$ cat src/rtl/ibex_rf_erase_ctrl.sv
// ----------------------------------------------------------------------------
// ibex_rf_erase_ctrl
//
// Secure-erase sequencer for the index-list (renamed) register file. An erase
// request carries a mask of architectural registers. Once the request is
// accepted, the block issues one per-register erase strobe per cycle, lowest
// index first. Core write-port activity is observed so that a register that
// has just been written is never erased: a write already retires the old
// physical register, so the written register simply leaves the pending set.
//
// Parameters
//   RV32E        1: 16 architectural registers, 0: 32 registers
//
// Ports
//   clk_i        clock
//   rst_i        synchronous, active-high reset
//   ers_req_i    erase request, held high until acknowledged
//   ers_mask_i   registers to erase (bit 0 and bits >= NUM_WORDS ignored)
//   ers_ack_o    request accepted this cycle
//   ers_done_o   one-cycle pulse once every accepted register is handled
//   busy_o       request in progress (ERASE or DONE)
//   erase_cnt_o  erase strobes issued for the current or last request
//   we_a_i       core register-file write enable (observed only)
//   waddr_a_i    core register-file write address (observed only)
//   sec_ers_o    one-hot (or zero) erase vector to the register file
// ----------------------------------------------------------------------------
module ibex_rf_erase_ctrl #(
   parameter bit RV32E = 1'b0
) (
   input  logic        clk_i,
   input  logic        rst_i,
   input  logic        ers_req_i,
   input  logic [31:0] ers_mask_i,
   output logic        ers_ack_o,
   output logic        ers_done_o,
   output logic        busy_o,
   output logic [5:0]  erase_cnt_o,
   input  logic        we_a_i,
   input  logic [4:0]  waddr_a_i,
   output logic [31:0] sec_ers_o
);

   // x0 is hard-wired to zero and never holds data, so it is never erased.
   localparam logic [31:0] VALID_MASK = RV32E ? 32'h0000_FFFE : 32'hFFFF_FFFE;

   typedef enum logic [1:0] {
      IDLE  = 2'd0,
      ERASE = 2'd1,
      DONE  = 2'd2
   } state_t;

   state_t      r_state;
   logic [31:0] r_pending;
   logic [5:0]  r_erase_cnt;

   logic [31:0] w_wr_hit;
   logic [31:0] w_sel_oh;
   logic        w_sel_hit;
   logic [31:0] w_pending_ack;
   logic [31:0] w_pending_ers;

   // One-hot of the register being written this cycle, restricted to
   // registers that can ever be pending.
   always_comb begin
      w_wr_hit = '0;
      if (we_a_i) begin
         w_wr_hit[waddr_a_i] = 1'b1;
      end
      w_wr_hit = w_wr_hit & VALID_MASK;
   end

   // Two's-complement trick isolates the lowest set bit of the pending set.
   assign w_sel_oh      = r_pending & (~r_pending + 32'd1);
   assign w_sel_hit     = |(w_sel_oh & w_wr_hit);
   assign w_pending_ack = ers_mask_i & VALID_MASK & ~w_wr_hit;
   assign w_pending_ers = r_pending & ~w_sel_oh & ~w_wr_hit;

   always_ff @(posedge clk_i) begin
      if (rst_i) begin
         r_state     <= IDLE;
         r_pending   <= '0;
         r_erase_cnt <= '0;
      end else begin
         case (r_state)
            IDLE: begin
               if (ers_req_i) begin
                  r_pending   <= w_pending_ack;
                  r_erase_cnt <= '0;
                  r_state     <= (w_pending_ack != '0) ? ERASE : DONE;
               end
            end
            ERASE: begin
               r_pending <= w_pending_ers;
               // A write to the selected register costs the cycle without a strobe.
               if (!w_sel_hit) begin
                  r_erase_cnt <= r_erase_cnt + 6'd1;
               end
               if (w_pending_ers == '0) begin
                  r_state <= DONE;
               end
            end
            DONE: begin
               r_state <= IDLE;
            end
            default: begin
               r_state   <= IDLE;
               r_pending <= '0;
            end
         endcase
      end
   end

   // Outputs are decoded from registered state plus the live write port so a
   // same-cycle core write suppresses the strobe immediately.
   always_comb begin
      ers_ack_o  = (r_state == IDLE) && ers_req_i;
      ers_done_o = (r_state == DONE);
      busy_o     = (r_state != IDLE);
      sec_ers_o  = '0;
      if ((r_state == ERASE) && !w_sel_hit) begin
         sec_ers_o = w_sel_oh;
      end
   end

   assign erase_cnt_o = r_erase_cnt;

endmodule

$ cat config.mk
export PLATFORM = sky130hd
export DESIGN_NAME = ibex_rf_erase_ctrl
export DESIGN_NICKNAME = d
export VERILOG_FILES = /design/src/rtl/ibex_rf_erase_ctrl.sv
export SDC_FILE = /design/constraint.sdc
export NUM_CORES = 1
export LEC_CHECK = 0
export BUFFER_PORTS_ARGS = -buffer_cell sky130_fd_sc_hd__buf_2
export CAP_MARGIN = 30
export CELL_PAD_IN_SITES_DETAIL_PLACEMENT = 1
export CELL_PAD_IN_SITES_GLOBAL_PLACEMENT = 2
export CORE_ASPECT_RATIO = 0.75
export CORE_MARGIN = 2
export CORE_UTILIZATION = 30
export DETAILED_ROUTE_END_ITERATION = 7
export GPL_TIMING_DRIVEN = 1
export PLACE_DENSITY_LB_ADDON = 0.1
export SYNTH_ARGS = -nofsm -noshare
export SYNTH_HDL_FRONTEND = slang
export SYNTH_SLANG_ARGS = --single-unit
$ cat constraint.sdc
create_clock -name clk_i -period 3.5 [get_ports clk_i]
set_input_delay 0.35 -clock clk_i [delete_from_list [all_inputs] [get_ports clk_i]]
set_output_delay 0.35 -clock clk_i [all_outputs]
set_load 0.03 [all_outputs]
### Word level (Yosys, flattened, before mapping)

Index checks and enable logic that the tools add are counted.

* register bits after elaboration: 40
* bits in latches: 0
* memory bits (writable): 0
* bits in read-only memories: 0
* bits of input ports: 41
* word-level logic and storage cells: 47
* memories kept: 0

* $add $sub $neg: 2
* multiply operators: 0
* divide/modulo/power cells: 0
* order comparisons: 2
* equality and inequality tests: 5
* shifts and indexed selects: 0
* multiplexer cells: 13
* bitwise operators: 9
* reductions and logical operators: 13

Operators by type and width (count)
* $and 32x32->32: 5
* $mux 32: 3
* $not 32->32: 3
* $pmux 32 s3: 1
* $add 32x1->32 const B: 1
* $logic_not 32->1: 1
* $reduce_bool 32->1: 1
* $reduce_or 32->1: 1
* $mux 6: 2
* $pmux 6 s2: 1
* $add 6x1->6 const B: 1
* $lt 5x6->1 const B: 1
* $mux 2: 3
* $ne 2x2->1 const B: 3
* $demux 1 s5: 1
* $ge 5x1->1 const B: 1
* $pmux 2 s2: 1
* $reduce_and 2->1: 2
* $reduce_bool 2->1: 2
* $logic_and 1x1->1: 3
* $reduce_and 3->1: 1
* $eq 2x1->1 const B: 1
* $eq 2x2->1 const B: 1
* $logic_not 2->1: 1
* 3 further kinds: 3

### Longest topological paths before layout

* depth in word-level cells: 11
* depth in mapped cells: 11
* mapped depth without buffers: 8

### Worst setup path before layout

Ideal clock, no wire load.

* path kind: in2out
* start: in waddr_a_i[2]
* end: out sec_ers_o[19]
* data arrival time: 2.889 ns
* required time: 3.150 ns
* setup slack: 0.261 ns
* stages on the path: 10
* cells stage by stage: clkbuf_1 -> nand4bb_1 -> clkbuf_1 -> nor4_1 -> o311a_1 -> a41o_1 -> nor4_1 -> and2_1 -> nand2_1 -> nor3b_1

* cells in the longest elaborated chain, start to end: 10
* elaborated cells on any way between the ends: 11
* classes of those cells: 2 x order compare; 4 x mux; 1 x bitwise; 4 x reduce/logical

Ends and longest elaborated chain
* from (decl): line 39 `input logic [4:0] waddr_a_i,`
* $lt 5x6->1 (not written as such) / $ge 5x1->1 (equally long branches): line 67 `w_wr_hit[waddr_a_i] = 1'b1;`
* $logic_and 1x1->1 (not written as such): line 67
* $mux 1 (not written as such): line 67
* $demux 1 s5 *: line 67
* $mux 32 *: line 66 `if (we_a_i) begin`
* $and 32x32->32 *: line 74 `assign w_sel_hit = |(w_sel_oh & w_wr_hit);`
* $reduce_or 32->1 *: line 74
* $logic_not 1->1 *: line 120 `if ((r_state == ERASE) && !w_sel_hit) begin`
* $logic_and 1x1->1 *: line 120
* $mux 32 *: line 120
* to (decl): line 40 `output logic [31:0] sec_ers_o`

Every way passes the cells marked *; elsewhere a longest branch is shown, timed or not.

### Final worst setup path

* start: reg r_pending[7]
* end: out sec_ers_o[20]

* cells in the longest elaborated chain, start to end: 8

Ends and longest elaborated chain
* from (decl): line 53 `logic [31:0] r_pending;`
* from (signal assigned): line 87 `r_pending <= w_pending_ack;`
* from (signal assigned): line 93 `r_pending <= w_pending_ers;`
* $not 32->32: line 73 `assign w_sel_oh = r_pending & (~r_pending + 32'd1);`
* $add 32x1->32: line 73
* $and 32x32->32 *: line 73
* $and 32x32->32: line 74
* $reduce_or 32->1: line 74
* $logic_not 1->1: line 120
* $logic_and 1x1->1: line 120
* $mux 32 *: line 120

Marks and branches as above.

==> results.ini <==
[pwr]
leakage_nw = 1.978
irDropWorstVdd_v = 0.0001834
total_power_mw = 1.876
p_per_area_nw_per_um2 = 388.3

[die]
io_pins = 82
fp-row-count = 35
die_x_um = 133.7
die-area_um2 = 13550
fp.coreArea_um2 = 12310
die_h_um = 101.3
start_util_pct = 30.78

[sta]
finalSetupViolCount = 0
rsz0062_at_grt = false
period_needed_ps = 3419
fin_skew_ps = 3.770
fin_tns_setup_ps = 0
hold_viol = 0
slew_headroom_pct = 39.89
setup_ws_ps = 81.06
period_share_pct = 97.68
drv_slew = 0
worstMarginPinSlew_ps = 898.3
hold_ws_ps = 443.7
fmax_mhz = 292.5

[finish]
multi_input_area_um2 = 2786
fillers = 1583
finalNonFillerCells = 828
nNetsFinal = 703
fin_area_um2 = 4831
syn_to_final_growth_pct = 27.55
diodes = 0
drive_gt1_share_pct = 25.08
final_core_util_pct = 39.26
final_cell_mix = 79 x nor2_1, 79 x buf_2, 58 x nand2_1
seq_area_um2 = 782.0

[detailed_routing]
wl_per_cell_um = 23.76
antenna_left = 0
vias = 5136
first_iter_violations = 592
via_per_inst = 6.203
wl_um = 19670
drc = 0
dr.pass1.iters = 5

[placed_design]
hpwl_um = 14810
placed_area_um2 = 4587
place_inst = 818
dp_slack_ps = 162.7
port_buffers = 79
place_congestion = 0.9065

[yosys]
synth-seq-area-share_pct = 20.61
netlist_instances = 574
synth_seq_cells = 39
ys_types = 71
async_reset_ff_share_pct = 0
synth_largest_area_cell = dfxtp_1
ys.flop_type = dfxtp_1
synth_edf_count = 0
netlist.area_leader.share_pct = 20.61
synth-warning-count = 0
synth.area.top_cells = dfxtp_1 21%, nor2_1 8.0%, o21ai_0 5.9%
postSynthAreaPerCell_um2 = 6.598
netlist_area_um2 = 3787
syn_nets = 616

[clocking]
cts_tree = yes
clock-root-buffer = clkbuf_16
hold_buffers = 0
numCtsBuffers = 5
clkSinkCount = 39
clockBufferDepth = 2
cts_max_level = 2
path_clk_slew_ps = 60
clk_latency_ps = 300

[global_routing]
grt_busiest_layer = met2
met3_usage_pct = 5.405
antenna_found_initial = 1
grt-ovfl-total = 0
grt_pass1_vias = 5038
use_met2_pct = 44.65
grt_use_met1_pct = 42.33
grt_pass1_wl_um = 30100
globalRouteTotalUtil_pct = 29.04
grt_max_degree = 40

[setup_path]
critical_path_arrival_ps = 3070
worstRegToRegCells = 12
rr_startpoint = r_pending[7]$_SDFFE_PP0P_
cp-start-kind = flip-flop
critPathKind = flip-flop to output port
worstPathRequired_ps = 3150
crit_top_cell = nor4_4
crit_path_max_fanout = 8
cp_slowest_stage_delay_ps = 570
reg2reg_slack_ps = 300
crit_chain = buf_4 -> or3_1 -> or4_4 -> nor4_4 -> a41o_1 -> nor4_4 -> and3_1 -> and4_1 -> buf_2
setup.worst_path.end_class = output port
r2r_end = r_state[0]$_SDFFE_PP0P_
crit_slowest_cell = or4_4

[min_path]
holdPathStages = 4
min_to = r_pending[7]$_SDFFE_PP0P_
worstHoldStart = ers_mask_i[7]
hp-class = input port to flip-flop

[flow_run]
cap_violations = 0

[run_status]
status = finished clean

-- critical path: cells and delay by family, from the launching register on --
family / cells / cell delay (ps)
buffers and inverters: 2 / 340
and+or+nand+nor: 6 / 1850
AOI/OAI and AO/OA: 1 / 260
DFF: 1 / 310
-- power breakdown --
part	switching (mW)	internal [mW]	leakage (nW)	total (mW)
sequential	0.0515	0.476	0.320	0.527
combinational	0.462	0.259	1.57	0.721
clock	0.218	0.409	0.0900	0.627
total	0.732	1.14	1.98	1.88
-- final cells by class --
cell class,count,share of cell area [%]
multi-input cells,469,57.68
repair buffers,133,16.84
flip-flops and latches,39,16.19
well taps,166,4.299
clock buffers,5,2.590
clock inverters,3,1.399
inverters,13,1.010
-- layer usage --
| metal | wire length (µm) | up-vias | part of all wire [%] |
|---|---|---|---|
| met5 | 13 | - | 0.066 |
| met4 | 230 | 2 | 1.2 |
| met3 | 1432 | 27 | 7.3 |
| met2 | 8505 | 214 | 43 |
| met1 | 9491 | 2567 | 48 |
| li1 | - | 2326 | - |
-- repair_timing --
item / 4_1_cts / 5_1_grt
setup buffers: 1 / 1
endpoints found under the hold margin: 0 / 0
resized for setup: 5 / 6
endpoints found under the setup margin: 21 / 22
pin swaps: 1 / 0
gates cloned: 0 / 0
-- cell families after synthesis --
logic type	after synthesis	synth area share, %
and+or+nand+nor	297	41.92
DFF	39	20.61
adders and majority gates	1	0.3303
other	1	0.09901
AOI/OAI and AO/OA	166	29.11
muxes	4	1.123
buffers and inverters	66	6.805
-- synth_stat cells (all sizes together) (7+ instances only) --
cell type / number
or4: 7
nor2b: 9
o21ai: 46
and3: 26
nand3: 18
inv: 12
a21oi: 38
nor4: 14
nand4: 14
nand2: 59
dfxtp: 39
a31oi: 10
nor3: 17
a32oi: 15
nor2: 81
nand2b: 8
clkbuf: 47
-- worst max-delay path by stage --
stage / startpoint / endpoint / slack [ps] / cells past startpoint
after floorplan: waddr_a_i[2] / sec_ers_o[19] / 260 / 10
after global placement: r_pending[3]$_SDFFE_PP0P_ / sec_ers_o[29] / 230 / 9
after detailed placement: waddr_a_i[0] / sec_ers_o[14] / 160 / 11
after CTS: r_pending[5]$_SDFFE_PP0P_ / sec_ers_o[27] / 6 / 9
after global routing: r_pending[7]$_SDFFE_PP0P_ / sec_ers_o[27] / 20 / 10
final: r_pending[7]$_SDFFE_PP0P_ / sec_ers_o[20] / 80 / 9
-- flip-flops by register name, indices dropped and copies added (netlist names) --
name	cells
r_pending	31
r_state	2
erase_cnt_o	6
Note: power is estimated with default switching activity, not from simulation.
